[config.mk]
export PLATFORM = sky130hd
export DESIGN_NAME = osc_wave_multi
export DESIGN_NICKNAME = d
export VERILOG_FILES = /design/src/rtl/synth_osc_pkg.sv /design/src/rtl/osc_regbank.sv /design/src/rtl/sine_lookup.sv /design/src/rtl/osc_wave_multi.sv
export SDC_FILE = /design/constraint.sdc
export NUM_CORES = 1
export LEC_CHECK = 0
export ABC_CLOCK_PERIOD_IN_PS = 19700
export CAP_MARGIN = 15
export CORE_MARGIN = 5
export CORE_UTILIZATION = 38
export CTS_CLUSTER_DIAMETER = 30
export DETAILED_ROUTE_END_ITERATION = 10
export PLACE_DENSITY = 0.63
export SLEW_MARGIN = 5
export SYNTH_ARGS = -nofsm -noshare
export SYNTH_HDL_FRONTEND = slang
export SYNTH_SLANG_ARGS = --single-unit
[constraint.sdc]
create_clock -name sCLK_XVXOSC -period 19.7 [get_ports sCLK_XVXOSC]
set_input_delay 3.94 -clock sCLK_XVXOSC [delete_from_list [all_inputs] [get_ports sCLK_XVXOSC]]
set_output_delay 3.94 -clock sCLK_XVXOSC [all_outputs]
set_load 0.02 [all_outputs]
[src/rtl/synth_osc_pkg.sv]
// Shared types and constants for the oscillator waveform shaper: waveform
// selector, register map and per-oscillator register record.
package synth_osc_pkg;

    localparam int VOICES     = 8;
    localparam int V_OSC      = 4;
    localparam int V_WIDTH    = 3;
    localparam int O_WIDTH    = 2;
    localparam int OE_WIDTH   = 1;
    localparam int E_WIDTH    = O_WIDTH + OE_WIDTH;
    localparam int PHASE_W    = 11;
    localparam int OUT_W      = 17;
    localparam int OX_DLY     = V_OSC * VOICES - 1;
    localparam int LUT_LAT    = 1;

    localparam logic [6:0] ADR_BASE   = 7'd6;
    localparam int         ADR_STRIDE = 16;
    localparam int         REG_OFFS   = 0;
    localparam int         REG_WAVE   = 1;
    localparam int         REG_PW     = 2;

    typedef enum logic [1:0] {
        WAVE_SINE = 2'd0,
        WAVE_SAW  = 2'd1,
        WAVE_SQR  = 2'd2,
        WAVE_TRI  = 2'd3
    } wave_t;

    typedef struct packed {
        logic [7:0] offs;
        wave_t      wave;
        logic [7:0] pw;
    } osc_regs_t;

    localparam osc_regs_t REGS_DEFAULT = '{offs: 8'h00, wave: WAVE_SINE, pw: 8'h80};

    function automatic logic [6:0] reg_addr(input int osc, input int k);
        return ADR_BASE + 7'(osc * ADR_STRIDE + k);
    endfunction

endpackage

[src/rtl/osc_regbank.sv]
// Per-oscillator sysex registers: host-visible shadow bank plus the active
// bank that the datapath uses, refreshed only at frame start.
module osc_regbank
    import synth_osc_pkg::*;
(
    input  logic               sCLK_XVXOSC,
    input  logic               iRST_N,
    input  logic [6:0]         adr,
    input  logic [7:0]         wdata,
    input  logic               wr_en,
    input  logic               rd_en,
    input  logic               osc_sel,
    output logic [7:0]         rdata,
    output logic               rvalid,
    input  logic               commit,
    input  logic [O_WIDTH-1:0] sel_osc,
    output osc_regs_t          sel_regs
);

    osc_regs_t          shadow [V_OSC];
    osc_regs_t          active [V_OSC];
    logic               hit;
    logic [O_WIDTH-1:0] hit_osc;
    logic [1:0]         hit_reg;
    logic [7:0]         rd_word;

    always_comb begin
        hit     = 1'b0;
        hit_osc = '0;
        hit_reg = '0;
        for (int o = 0; o < V_OSC; o++) begin
            for (int k = 0; k < 3; k++) begin
                if (adr == reg_addr(o, k)) begin
                    hit     = 1'b1;
                    hit_osc = O_WIDTH'(o);
                    hit_reg = 2'(k);
                end
            end
        end
    end

    always_comb begin
        rd_word = 8'h00;
        if (hit) begin
            case (hit_reg)
                2'(REG_OFFS): rd_word = shadow[hit_osc].offs;
                2'(REG_WAVE): rd_word = {6'b0, shadow[hit_osc].wave};
                2'(REG_PW):   rd_word = shadow[hit_osc].pw;
                default:      rd_word = 8'h00;
            endcase
        end
    end

    // The slot that triggers a commit must already see the freshly committed values.
    assign sel_regs = commit ? shadow[sel_osc] : active[sel_osc];

    always_ff @(posedge sCLK_XVXOSC or negedge iRST_N) begin
        if (!iRST_N) begin
            for (int o = 0; o < V_OSC; o++) begin
                shadow[o] <= REGS_DEFAULT;
                active[o] <= REGS_DEFAULT;
            end
            rdata  <= 8'h00;
            rvalid <= 1'b0;
        end else begin
            rvalid <= rd_en & osc_sel;
            if (rd_en & osc_sel)
                rdata <= rd_word;
            if (commit)
                active <= shadow;
            if (wr_en & osc_sel & hit) begin
                case (hit_reg)
                    2'(REG_OFFS): shadow[hit_osc].offs <= wdata;
                    2'(REG_WAVE): shadow[hit_osc].wave <= wave_t'(wdata[1:0]);
                    2'(REG_PW):   shadow[hit_osc].pw   <= wdata;
                    default:      ;
                endcase
            end
        end
    end

endmodule

[src/rtl/sine_lookup.sv]
// Sine table with one cycle of read latency: parabolic half-wave, mirrored
// negative for the upper half of the phase circle.
module sine_lookup (
    input  logic               clk,
    input  logic [10:0]        addr,
    output logic signed [16:0] dout
);

    logic [9:0]  x;
    logic [19:0] prod;
    logic [19:0] mag;
    logic [15:0] mag_sat;

    assign x       = addr[9:0];
    assign prod    = {10'b0, x} * (20'd1024 - {10'b0, x});
    assign mag     = prod >> 2;
    assign mag_sat = (mag > 20'd65535) ? 16'hFFFF : mag[15:0];

    always_ff @(posedge clk) begin
        dout <= addr[10] ? -$signed({1'b0, mag_sat}) : $signed({1'b0, mag_sat});
    end

endmodule

[src/rtl/osc_wave_multi.sv]
// Waveform shaper: offsets/modulates the NCO phase and produces sine, saw,
// square or triangle samples with a fixed two-cycle latency.
module osc_wave_multi
    import synth_osc_pkg::*;
(
    input  logic                              sCLK_XVXOSC,
    input  logic                              iRST_N,
    input  logic [6:0]                        adr,
    input  logic [7:0]                        wdata,
    input  logic                              wr_en,
    input  logic                              rd_en,
    input  logic                              osc_sel,
    output logic [7:0]                        rdata,
    output logic                              rvalid,
    input  logic [V_WIDTH+E_WIDTH-1:0]        xxxx,
    input  logic                              in_valid,
    input  logic [PHASE_W-1:0]                phase_acc,
    input  logic [PHASE_W-1:0]                modulation,
    output logic signed [OUT_W-1:0]           osc_out,
    output logic                              out_valid
);

    localparam logic signed [OUT_W-1:0] SQR_HI = {1'b0, {(OUT_W-1){1'b1}}};
    localparam logic signed [OUT_W-1:0] SQR_LO = {1'b1, {(OUT_W-2){1'b0}}, 1'b1};

    logic [O_WIDTH-1:0]      ox;
    logic [O_WIDTH-1:0]      ox_dly;
    logic                    commit;
    osc_regs_t               cur;
    logic [PHASE_W-1:0]      idx;
    logic [9:0]              tri_t;
    logic signed [OUT_W-1:0] shape;
    logic signed [OUT_W-1:0] shape_q;
    logic signed [OUT_W-1:0] sine_q;
    wave_t                   wave_q;
    logic                    valid_q;

    assign ox     = xxxx[E_WIDTH-1:OE_WIDTH];
    assign commit = in_valid && (xxxx == '0);

    // The bank is selected by the oscillator index the NCO saw OX_DLY slots ago.
    if (OX_DLY == 0) begin : g_no_dly
        assign ox_dly = ox;
    end else begin : g_dly
        logic [O_WIDTH-1:0] ox_line [OX_DLY];
        always_ff @(posedge sCLK_XVXOSC or negedge iRST_N) begin
            if (!iRST_N) begin
                for (int i = 0; i < OX_DLY; i++)
                    ox_line[i] <= '0;
            end else begin
                ox_line[0] <= ox;
                for (int i = 1; i < OX_DLY; i++)
                    ox_line[i] <= ox_line[i-1];
            end
        end
        assign ox_dly = ox_line[OX_DLY-1];
    end

    osc_regbank u_regbank (
        .sCLK_XVXOSC (sCLK_XVXOSC),
        .iRST_N      (iRST_N),
        .adr         (adr),
        .wdata       (wdata),
        .wr_en       (wr_en),
        .rd_en       (rd_en),
        .osc_sel     (osc_sel),
        .rdata       (rdata),
        .rvalid      (rvalid),
        .commit      (commit),
        .sel_osc     (ox_dly),
        .sel_regs    (cur)
    );

    assign idx   = phase_acc + modulation + {cur.offs, 3'b000};
    assign tri_t = idx[10] ? ~idx[9:0] : idx[9:0];

    always_comb begin
        shape = '0;
        case (cur.wave)
            WAVE_SAW: shape = {~idx[10], idx[9:0], 6'b0};
            WAVE_SQR: shape = (idx < {cur.pw, 3'b000}) ? SQR_HI : SQR_LO;
            WAVE_TRI: shape = {~tri_t[9], tri_t[8:0], 7'b0};
            default:  shape = '0;
        endcase
    end

    sine_lookup u_sine (
        .clk  (sCLK_XVXOSC),
        .addr (idx),
        .dout (sine_q)
    );

    // Computed shapes wait one stage alongside the table read, then merge.
    always_ff @(posedge sCLK_XVXOSC or negedge iRST_N) begin
        if (!iRST_N) begin
            shape_q   <= '0;
            wave_q    <= WAVE_SINE;
            valid_q   <= 1'b0;
            osc_out   <= '0;
            out_valid <= 1'b0;
        end else begin
            shape_q   <= shape;
            wave_q    <= cur.wave;
            valid_q   <= in_valid;
            out_valid <= valid_q;
            if (valid_q)
                osc_out <= (wave_q == WAVE_SINE) ? sine_q : shape_q;
        end
    end

endmodule

# [Word level (Yosys, flattened, before mapping)]
# Index checks and enable logic that the tools add are counted.
[totals] word_cells=166 reg_bits=270
[classes] n_reduce_logical=7 n_addsub=4 n_lt_le_gt_ge=5 mul=1 bitwise=8 eq_ne=17 n_mux=60
[op_table] cell="$bwmux W72" count=3
[op_table] cell="$pmux W72 S3" count=1
[op_table] cell="$mux W18" count=8
[op_table] cell="$bmux W18 S2" count=3
[op_table] cell="$demux W18 S2" count=3
[op_table] cell="$pmux W17 S3" count=1
[op_table] cell="$eq A7 B6 Y1 const B" count=6
[op_table] cell="$mux W17" count=2
[op_table] cell="$mux W16" count=2
[op_table] cell="$mux W2" count=16
[op_table] cell="$pmux W8 S3" count=1
[op_table] cell="$add A11 B11 Y11" count=2
[op_table] cell="$eq A7 B5 Y1 const B" count=3
[op_table] cell="$mul A10 B20 Y20" count=1
[op_table] cell="$mux W10" count=2
[op_table] cell="$gt A18 B16 Y1 const B" count=1
[op_table] cell="$neg A16 Y17" count=1
[op_table] cell="$mux W1" count=16
[op_table] cell="$mux W8" count=2
[op_table] cell="$eq A7 B3 Y1 const B" count=2
[op_table] cell="$sub A11 B10 Y12 const A" count=1
[op_table] cell="$lt A11 B11 Y1" count=1
[op_table] cell="$not A10 Y10" count=1
[op_table] cell="$eq A7 B4 Y1 const B" count=1
[op_table] cell="12 further kinds" count=22

# [Depth between registers and ports, before layout]
[logic_depth] depth_word=17 mapped_depth=44 mapped_depth_nobuf=39

# [By module]
# Synthesis repeated with hierarchy kept, for this count alone.
[hier_totals] hier_cells=1443 area_unflattened_um2=16524.6
[modules_own_cells] mod="osc_regbank" cells_each=574 instances=1 area_each_um2=7678.6
[modules_own_cells] mod="sine_lookup" cells_each=578 instances=1 area_each_um2=5032.3
[modules_own_cells] mod="osc_wave_multi" cells_each=291 instances=1 area_each_um2=3813.7

# [Least setup slack after synthesis]
# OpenSTA, ideal clock, no wires.
[synth_path] path_type="input -> register" start="input port xxxx[3]" end="register u_sine.dout[16]" setup_time_ns=0.125 stages=40 setup_slack_ns=5.487 arrival_time_ns=14.087 path_buffers=4 path_cell_list="nor4_1 nand3_1 clkbuf_1 clkbuf_1 mux2i_1 fa_1 inv_1 ha_1 nor2b_1 o21ai_0 a21boi_0 o21ai_0 nor2b_1 xor2_1 and3_1 ha_1 or2_2 fa_1 (+4 left out) inv_1 fa_1 inv_1 ha_1 clkbuf_1 o2111ai_2 a211oi_1 mux2_2 o22a_4 clkbuf_1 nor2_1 ha_1 and4b_1 nand3b_1 or3_1 nor3_2 nand2_1 o41a_1"
[synth_via] elab_chain_len=9
[synth_lines] element="start, declared" line="osc_wave_multi.sv:15" text="input logic [V_WIDTH+E_WIDTH-1:0] xxxx,"
[synth_lines] element="$logic_not A6 Y1 *" line="osc_wave_multi.sv:39" text="assign commit = in_valid && (xxxx == '0);"
[synth_lines] element="$logic_and A1 B1 Y1 *" line="osc_wave_multi.sv:39"
[synth_lines] element="$mux W18 *" line="osc_regbank.sv:55" text="assign sel_regs = commit ? shadow[sel_osc] : active[sel_osc];"
[synth_lines] element="$add A11 B11 Y11 *" line="osc_wave_multi.sv:74" text="assign idx = phase_acc + modulation + {cur.offs, 3'b000};"
[synth_lines] element="$sub A11 B10 Y12" line="sine_lookup.sv:15" text="assign prod = {10'b0, x} * (20'd1024 - {10'b0, x});"
[synth_lines] element="$mul A10 B20 Y20" line="sine_lookup.sv:15"
[synth_lines] element="$gt A18 B16 Y1" line="sine_lookup.sv:17" text="assign mag_sat = (mag > 20'd65535) ? 16'hFFFF : mag[15:0];"
[synth_lines] element="$mux W16" line="sine_lookup.sv:17"
[synth_lines] element="$neg A16 Y17" line="sine_lookup.sv:20" text="dout <= addr[10] ? -$signed({1'b0, mag_sat}) : $signed({1'b0, mag_sat});"
[synth_lines] element="end signal, assigned" line="sine_lookup.sv:20"
[synth_lines] element="end, declared" line="sine_lookup.sv:6" text="output logic signed [16:0] dout"
# Every way passes the cells marked *; elsewhere a longest branch is shown, timed or not.
# A chain may end at the register's enable or synchronous reset.

# [Worst setup path after layout]
[layout_path] start="input port xxxx[2]" end="register u_sine.dout[16]"
# The elaborated chain is that of the path after synthesis.

==> results.json <==
{
  "synthArstFlopShare_pct": 93.6,
  "slowest_stage": "fa_1",
  "crit_fanout": 28,
  "cts-buffers-inserted": 51,
  "yosys_register_bits": 266,
  "place_hpwl_um": 28900,
  "routed.top_layer": "met4",
  "cts_tree": "built",
  "rows": 75,
  "timing.fmax_mhz": 68.4,
  "finalCritPeriodShare_pct": 74.2,
  "h-tree-depth": 2,
  "status": "finished, final reports clean",
  "cp_slowest_stage_delay_ns": 0.54,
  "diodes": 0,
  "worstMarginPinSlew_ns": 1.11,
  "cts.sinks": 266,
  "synth_commonest_cells": "241 x dfrtp_1, 116 x a22o_1, 108 x inv_1",
  "ys.flop_type": "dfrtp_1",
  "grt_pass1_wl_um": 67600,
  "detailroute.wirelength.met3_um": 2530,
  "vias": 11681,
  "fin_setup_tns_ns": 0,
  "grt_max_degree": 117,
  "core-area_um2": 42000,
  "io_pins": 76,
  "first_pass_iters": 5,
  "final_max_slew_viol_count": 0,
  "rsz0062_at_grt": "false",
  "port_buffers": 75,
  "routed_wl_um": 41300,
  "wl_per_cell_um": 19.8,
  "start_util_pct": 38.5,
  "cp_common_cell": "fa_1",
  "place.gp.congestion": 0.867,
  "yosysWarnings": 0,
  "yosys.area.top_type_share_pct": 37.2,
  "first_global_vias": 12291,
  "crit_arrival_ns": 15.05,
  "first_iter_violations": 1024,
  "hold_violations": 0,
  "post_cts_buffers": 0,
  "multi_input_comb_area_um2": 8940,
  "nFillCells": 3861,
  "cts_resized": 0,
  "met2_length_um": 19300,
  "end_kind": "register",
  "dieWidth_um": 216,
  "synth-edff-count": 0,
  "path_class": "in2reg",
  "synth_area_um2": 16200,
  "grt.overflow.total": 0,
  "synth_top_cells_by_area": "dfrtp_1 37%, fa_1 9.5%, ha_1 6.5%, a22o_1 6.3%, mux2_2 6.0%",
  "hp-class": "reg2reg",
  "worstPathRequired_ns": 20.12,
  "clockRootBuffer": "clkbuf_16",
  "post-route-min-period_ns": 14.63,
  "setup_viol": 0,
  "synth.most_common_cell": "dfrtp_1",
  "dieHeight_um": 216,
  "area.growth.synth_to_final_pct": 20.5,
  "path_clk_slew_ns": 0.05,
  "maxCapViolCount": 0,
  "regArea_um2": 6580,
  "yosys.area.top_type": "dfrtp_1",
  "synth.avg_cell_area_um2": 11.3,
  "start_kind": "input port",
  "clk-insertion-delay-late_ns": 0.57,
  "holdBufCountCts": 0,
  "relSlewSlack_pct": 25.8,
  "ys_seq_area_share_pct": 40.6,
  "viasPerCell": 5.60,
  "yosys.cell_types.count": 77,
  "ctsLongestPathBuffers": 3,
  "drtAntennaViolNets": 0,
  "final_nets": 1714,
  "fin_skew_ns": 0.0269,
  "layout-drive-gt1-share_pct": 16.8,
  "die_area_um2": 46900,
  "antenna_found_initial": 1,
  "wl_met1_um": 17700,
  "grt_use_total_pct": 17.8,
  "synth_cells": 1433,
  "drc": 0
}
## logic make-up after synthesis
kind of cell,share of synthesized area (%)
AO/OA/AOI/OAI,15.2
AND/OR/NAND/NOR,8.70
flip-flops,40.6
buffers and inverters,4.46
adder cells (fa/ha/maj),16.0
multiplexers,13.1
XOR/XNOR,1.89
other,0.0231
## per-layer routing
metal  vias up  GRT usage, %
li1       5329             -
met1      5912          23.5
met2       335          28.3
met3       105          3.99
met4         0          7.87
met5         -             0
## per-stage QoR
stage	hold slack [ns]	instance area (µm²)	utilization, %	cells	setup WS, ns
after floorplan	0.331	16200	-	1439	5.49
after global placement	0.334	17500	41.6	1988	4.84
after detailed placement	0.335	17500	41.6	1988	4.51
after CTS	0.343	19500	46.3	2083	5.06
after global routing	0.345	19500	46.4	2085	4.38
final	0.341	19500	46.4	2085	5.07
## worst max-delay path, delay by kind of cell
| kind | cells | cell delay (ns) |
|---|---|---|
| simple gates | 13 | 3.38 |
| fa+ha+maj | 10 | 3.99 |
| compound gates | 8 | 2.42 |
| xor+xnor | 1 | 0.16 |
| buf+inv | 6 | 0.89 |
| mux | 1 | 0.24 |
## worst paths after layout
kind | cells after the start | slack [ns] | end | from
worst max-delay path | 39 | 5.07 | u_sine.dout[16]$_SDFF_PP0_ | xxxx[2]
worst min-delay path | 0 | 0.34 | g_dly.ox_line[7]$_DFF_PN0_ | g_dly.ox_line[9]$_DFF_PN0_
worst max register to register | 36 | 8.37 | u_sine.dout[16]$_SDFF_PP0_ | ox_dly[0]$_DFF_PN0_
worst min register to register | 0 | 0.34 | g_dly.ox_line[7]$_DFF_PN0_ | g_dly.ox_line[9]$_DFF_PN0_
max in group asynchronous | 3 | 13.95 | u_regbank.active[62]$_DFFE_PN0N_ | iRST_N
min in group asynchronous | 1 | 3.46 | u_regbank.active[22]$_DFFE_PN0N_ | iRST_N
## placed cells by master (no fill, tap or decap), drive strengths merged, types with 64 or more instances in the layout
cell	netlist	final
a22o	116	116
clkbuf	62	64
clkdlybuf4s50	0	74
dfrtp	241	241
fa	77	77
ha	84	84
inv	108	111
mux2	86	86
nand2	69	69
nor2	103	103
## final cells by class
cell class | count | share of cell area [%]
clock buffer | 64 | 7.21
clock inverter | 31 | 2.99
inverter | 110 | 2.12
multi-input combinational | 982 | 45.8
sequential | 266 | 33.7
tap | 539 | 3.46
timing repair buffer | 93 | 4.69
Power is not shown: default switching activity piles up to over one toggle a cycle in this logic, so the estimate is an artifact.
